`config.mk`:
```
export PLATFORM = sky130hd
export DESIGN_NAME = uart_tx_fifo
export DESIGN_NICKNAME = d
export VERILOG_FILES = /design/src/rtl/uart_tx_fifo.sv
export SDC_FILE = /design/constraint.sdc
export NUM_CORES = 1
export LEC_CHECK = 0
export CORE_MARGIN = 5
export CORE_UTILIZATION = 35
export DETAILED_ROUTE_END_ITERATION = 16
export SLEW_MARGIN = 5
export SYNTH_ARGS = -nofsm -noshare
export SYNTH_HDL_FRONTEND = slang
export SYNTH_SLANG_ARGS = --single-unit
```
`constraint.sdc`:
```
create_clock -name clk -period 5.3 [get_ports clk]
set_input_delay 1.06 -clock clk [delete_from_list [all_inputs] [get_ports clk]]
set_output_delay 1.06 -clock clk [all_outputs]
set_load 0.005 [all_outputs]
```
`src/rtl/uart_tx_fifo.sv`:
```
// rtl/uart_tx_fifo.sv - buffered UART transmitter with runtime parity and stop-bit options
//
// Words enter a FIFO over a valid/ready handshake and are serialised LSB-first:
// start bit, DATA_W data bits, optional parity bit, then 1 or 2 stop bits.
// Every line bit lasts max(clock_per_bit,1) clk cycles. Frames run back-to-back
// while the FIFO holds data.
//
// Ports:
//   clk            system clock
//   rst            asynchronous active-low reset
//   clock_per_bit  clk cycles per serial bit (0 behaves as 1)
//   parity_mode    00 none, 01 even, 10 odd, 11 none
//   two_stop       0 = one stop bit, 1 = two stop bits
//   data_i         word to transmit
//   valid_i        data_i valid
//   ready_o        FIFO can accept a word (not full)
//   tx_o           serial line, idle high
//   busy_o         frame in progress or FIFO non-empty (registered)
//   tx_done_tick_o one-cycle pulse during the last cycle of each frame
//   fifo_count_o   occupied FIFO entries
module uart_tx_fifo #(
    parameter int DATA_W     = 8,
    parameter int FIFO_DEPTH = 8,
    parameter int CNT_W      = 16
) (
    input  logic                          clk,
    input  logic                          rst,
    input  logic [CNT_W-1:0]              clock_per_bit,
    input  logic [1:0]                    parity_mode,
    input  logic                          two_stop,
    input  logic [DATA_W-1:0]             data_i,
    input  logic                          valid_i,
    output logic                          ready_o,
    output logic                          tx_o,
    output logic                          busy_o,
    output logic                          tx_done_tick_o,
    output logic [$clog2(FIFO_DEPTH):0]   fifo_count_o
);
    localparam int AW = $clog2(FIFO_DEPTH);
    localparam int CW = AW + 1;
    localparam int BW = $clog2(DATA_W);

    typedef enum logic [2:0] {S_IDLE, S_START, S_DATA, S_PARITY, S_STOP} state_t;

    state_t              r_state;
    state_t              w_state_nxt;

    logic [DATA_W-1:0]   r_mem [FIFO_DEPTH];
    logic [AW-1:0]       r_wr_ptr;
    logic [AW-1:0]       r_rd_ptr;
    logic [CW-1:0]       r_count;
    logic [DATA_W-1:0]   r_shreg;
    logic [BW-1:0]       r_bit_idx;
    logic [CNT_W-1:0]    r_cnt;
    logic [CNT_W-1:0]    r_pm1;        // latched bit period minus one
    logic                r_par_en;
    logic                r_par_bit;
    logic                r_two_stop;
    logic                r_stop_idx;
    logic                r_tx;
    logic                r_busy;

    logic                w_push;
    logic                w_pop;
    logic                w_full;
    logic                w_bit_end;
    logic                w_last_data;
    logic                w_last_stop;
    logic                w_shift;
    logic                w_tx_nxt;
    logic                w_done;
    logic [CW-1:0]       w_count_nxt;

    assign w_full      = (r_count == CW'(FIFO_DEPTH));
    assign w_push      = valid_i && !w_full;
    assign w_bit_end   = (r_cnt == r_pm1);
    assign w_last_data = (r_bit_idx == BW'(DATA_W - 1));
    assign w_last_stop = (r_stop_idx == r_two_stop);
    // The start bit and every non-final data bit hand the next data bit to the line.
    assign w_shift     = w_bit_end && ((r_state == S_START) ||
                                       ((r_state == S_DATA) && !w_last_data));

    always_comb begin
        w_state_nxt = r_state;
        w_pop       = 1'b0;
        w_tx_nxt    = r_tx;
        w_done      = 1'b0;
        case (r_state)
            S_IDLE: begin
                w_tx_nxt = 1'b1;
                if (r_count != '0) begin
                    w_pop       = 1'b1;
                    w_tx_nxt    = 1'b0;
                    w_state_nxt = S_START;
                end
            end
            S_START: begin
                if (w_bit_end) begin
                    w_tx_nxt    = r_shreg[0];
                    w_state_nxt = S_DATA;
                end
            end
            S_DATA: begin
                if (w_bit_end) begin
                    if (!w_last_data) begin
                        w_tx_nxt = r_shreg[0];
                    end else if (r_par_en) begin
                        w_tx_nxt    = r_par_bit;
                        w_state_nxt = S_PARITY;
                    end else begin
                        w_tx_nxt    = 1'b1;
                        w_state_nxt = S_STOP;
                    end
                end
            end
            S_PARITY: begin
                if (w_bit_end) begin
                    w_tx_nxt    = 1'b1;
                    w_state_nxt = S_STOP;
                end
            end
            S_STOP: begin
                if (w_bit_end && w_last_stop) begin
                    w_done = 1'b1;
                    if (r_count != '0) begin
                        // Chain straight into the next start bit, no idle cycle.
                        w_pop       = 1'b1;
                        w_tx_nxt    = 1'b0;
                        w_state_nxt = S_START;
                    end else begin
                        w_tx_nxt    = 1'b1;
                        w_state_nxt = S_IDLE;
                    end
                end
            end
            default: begin
                w_tx_nxt    = 1'b1;
                w_state_nxt = S_IDLE;
            end
        endcase
    end

    always_comb begin
        w_count_nxt = r_count;
        case ({w_push, w_pop})
            2'b10:   w_count_nxt = r_count + CW'(1);
            2'b01:   w_count_nxt = r_count - CW'(1);
            default: w_count_nxt = r_count;
        endcase
    end

    always_ff @(posedge clk or negedge rst) begin
        if (!rst) begin
            r_state <= S_IDLE;
        end else begin
            r_state <= w_state_nxt;
        end
    end

    // Storage array carries no reset; pointers and count define its contents.
    always_ff @(posedge clk) begin
        if (w_push) begin
            r_mem[r_wr_ptr] <= data_i;
        end
    end

    always_ff @(posedge clk or negedge rst) begin
        if (!rst) begin
            r_wr_ptr   <= '0;
            r_rd_ptr   <= '0;
            r_count    <= '0;
            r_shreg    <= '0;
            r_bit_idx  <= '0;
            r_cnt      <= '0;
            r_pm1      <= '0;
            r_par_en   <= 1'b0;
            r_par_bit  <= 1'b0;
            r_two_stop <= 1'b0;
            r_stop_idx <= 1'b0;
            r_tx       <= 1'b1;
            r_busy     <= 1'b0;
        end else begin
            r_count <= w_count_nxt;
            r_tx    <= w_tx_nxt;
            r_busy  <= (w_state_nxt != S_IDLE) || (w_count_nxt != '0);
            if (w_push) begin
                r_wr_ptr <= r_wr_ptr + AW'(1);
            end
            if (w_pop) begin
                // Frame configuration is frozen here until the next pop.
                r_rd_ptr   <= r_rd_ptr + AW'(1);
                r_shreg    <= r_mem[r_rd_ptr];
                r_cnt      <= '0;
                r_pm1      <= (clock_per_bit == '0) ? '0 : clock_per_bit - CNT_W'(1);
                r_par_en   <= (parity_mode == 2'b01) || (parity_mode == 2'b10);
                r_par_bit  <= (^r_mem[r_rd_ptr]) ^ parity_mode[1];
                r_two_stop <= two_stop;
            end else begin
                if (r_state != S_IDLE) begin
                    r_cnt <= w_bit_end ? '0 : r_cnt + CNT_W'(1);
                end
                if (w_shift) begin
                    r_shreg <= r_shreg >> 1;
                end
            end
            if ((r_state == S_START) && w_bit_end) begin
                r_bit_idx <= '0;
            end else if ((r_state == S_DATA) && w_bit_end) begin
                r_bit_idx <= r_bit_idx + BW'(1);
            end
            if ((w_state_nxt == S_STOP) && (r_state != S_STOP)) begin
                r_stop_idx <= 1'b0;
            end else if ((r_state == S_STOP) && w_bit_end) begin
                r_stop_idx <= 1'b1;
            end
        end
    end

    assign ready_o        = !w_full;
    assign tx_o           = r_tx;
    assign busy_o         = r_busy;
    assign tx_done_tick_o = w_done;
    assign fifo_count_o   = r_count;

endmodule

```
==> flow_summary.ini <==
[floorplan]
num_rows = 47
die_area_um2 = 19700
initial_utilization_pct = 35.74
die_x_um = 140.4
ios = 38
coreArea_um2 = 16640
die_y_um = 140.4

[synth]
synth_cells = 453
synth_seq_cells = 126
ys_seq_area_share_pct = 58.41
syn_nets = 492
synth-main-ff-cell = edfxtp_1
syn_area_per_cell_um2 = 13.13
async_reset_ff_share_pct = 49.21
yosysWarnings = 0
post-synth-top-area-fraction_pct = 32.31
synth_edf_count = 64
synth_cell_type_count = 48
synth.top_cells.by_count = edfxtp_1, dfrtp_1, nor2_1
yosysTopAreaCell = edfxtp_1
synth_area_leaders = edfxtp_1, dfrtp_1, mux4_2
synthMostInstantiatedCell = edfxtp_1
synth.cell_area_um2 = 5948

[min_path]
worstHoldStart = r_par_bit
hp-class = flop to flop
whs_path_depth = 1
min_to = r_par_bit

[clock_network]
cts_root_buf = clkbuf_16
cts_resized = 0
clkSlewWorstSetupHoldPaths_ns = 0.06
cts_tree = done
postCtsHoldBufs = 0
numCtsBuffers = 17
clkLatencyLatePin_ns = 0.42
cts_sinks = 126
cts_setup_buffers = 0
htree_levels = 4
clockBufferDepth = 2

[setup_path]
cp.required_ns = 5.58
r2r_cells = 17
critical_path_class = flop to flop
timing.rr.end = busy_o
critPathLaunchType = flop
arrival_ns = 4.47
r2r_setup_slack_ns = 1.11
crit_path_end_kind = flop
path_max_fanout = 17
reg2reg_from = r_cnt[1]

[cells_and_area]
syn_to_final_growth_pct = 21.54
fin_nets = 539
nFillCells = 1501
regArea_um2 = 3475
multi_input_area_um2 = 2390
drive_above_1_share_pct = 14.23
fin_area_um2 = 7229
diodes = 0

[global_route]
gr-total-overflow = 0
grt_use_total_pct = 13.40
grt_max_degree = 63
grt_first_pass_wirelength_um = 20520
grt_antenna_before_repair = 0
grt_pass1_vias = 3982

[route]
drt.antenna.violating_nets = 0
drtIter0Drc = 271
firstDrtPassIters = 4
drc_errors = 0
wirelength_um = 12440
wl_per_cell_um = 16.97
route.vias.total = 3708
vias_per_cell = 5.059

[flow_run]
cap_violations = 0

[sta]
setup_viol = 0
period_share_pct = 78.97
fin_crit_ns = 4.186
rsz0062_at_grt = false
totalNegativeSetupSlack_ns = 0
fmax_mhz = 238.9
layout_setup_ws_ns = 1.114
worst_pin_slew_ns = 0.9609
hold_viol = 0
maxSlewHeadroom_pct = 35.71
slew_viol_final = 0
skew_ns = 0.009814

[power_and_ir_drop]
power_leakage_uw = 0.002753
max-vdd-ir-drop_uv = 445.9
power_density_nw_per_um2 = 540.9

[outcome]
status = complete, no violations

[placed_design]
io_buffers = 37
place_area_um2 = 6588
routabilityCongestion = 0.8043
dp_hpwl_um = 8489
dp_slack_ns = 1.138
==> stage by stage <==
stage / power [uW] / hold WS [ns] / util (%) / cells
2_1_floorplan: 2354 / 0.4798 / - / 453
3_3_place_gp: 2655 / 0.4999 / 39.58 / 701
3_5_place_dp: 2694 / 0.5059 / 39.58 / 701
4_1_cts: 3959 / 0.5180 / 43.44 / 733
5_1_grt: 4135 / 0.5504 / 43.44 / 733
6_report: 3910 / 0.5174 / 43.44 / 733
==> per-layer routing <==
layer	global-route usage, %	vias to the layer above	wire (um)
met5	0	-	0
met1	15.76	1843	5329
met4	4.589	0	224
li1	-	1778	-
met3	3.749	28	336
met2	23.51	59	6548
==> cell families (layout without fill, tap and decap cells) <==
group / Yosys count / in the layout / synth area share (%)
buf+inv: 24 / 84 / 1.851
compound gates: 65 / 65 / 6.752
simple gates: 122 / 122 / 10.41
fa+ha+maj: 9 / 9 / 1.893
flops: 126 / 126 / 58.41
mux: 50 / 50 / 12.05
xor+xnor: 57 / 57 / 8.624
==> layout by cell type, fill, tap and decap left out, drive strengths merged, types with 4 or more instances in the layout <==
master         synthesis  routed
xor2                  22      22
a21oi                 11      11
o31ai                 12      12
nor4                   5       5
or4                    6       6
o21ai                 27      27
clkinv                 1       7
mux4                  16      16
inv                    7       9
mux2                  13      13
nand3                 11      11
edfxtp                64      64
nor3b                  4       4
bufinv                 0       5
mux2i                 21      21
buf                    7       8
dfrtp                 61      61
nand2                 27      27
clkbuf                 9      17
xnor2                 34      34
nor2                  35      35
nand2b                 4       4
nor3                  11      11
ha                     9       9
clkdlybuf4s50          0      36
nand4                  6       6
==> power breakdown <==
group / internal, uW / switching (uW) / total (uW) / leakage, uW
clock: 831 / 417 / 1250 / 0.000306
sequential: 1290 / 270 / 1560 / 0.00135
combinational: 609 / 498 / 1110 / 0.00110
total: 2730 / 1180 / 3910 / 0.00275
==> registers in the layout (all words and copies together), names as in the netlist, 3 cells and up <==
signal        count
r_mem            64
r_cnt            16
r_pm1            16
r_shreg           8
fifo_count_o      4
r_bit_idx         3
r_rd_ptr          3
r_state           3
r_wr_ptr          3
==> worst max-delay path: stages, from the launching register on <==
cell	delay, ns
dfrtp_1	0.42
xnor2_1	0.21
nand4_1	0.16
nor4_4	0.32
buf_4	0.25
a21oi_1	0.09
buf_4	0.20
nand2b_1	0.18
inv_2	0.25
ha_1	0.30
xor2_1	0.09
ha_1	0.18
a21oi_1	0.15
xor2_1	0.16
nor2_1	0.06
xor2_1	0.15
or4_1	0.49
or4_1	0.39
==> worst max-delay path by stage <==
stage,end,start,depth (start not counted)
floorplan,busy_o,r_cnt[1],16
global placement,busy_o,r_cnt[4],17
detailed placement,busy_o,r_cnt[4],17
CTS,busy_o,r_cnt[1],17
global route,busy_o,r_cnt[9],17
finish,busy_o,r_cnt[1],17
==> final cells by class <==
cell class	instances	area share [%]
clock buffer	17	5.884
clock inverter	15	2.994
inverter	8	0.4154
multi-input combinational	303	33.06
sequential	126	48.06
tap	220	3.808
timing repair buffer	44	5.781
Power figures use the tool's default switching activity.
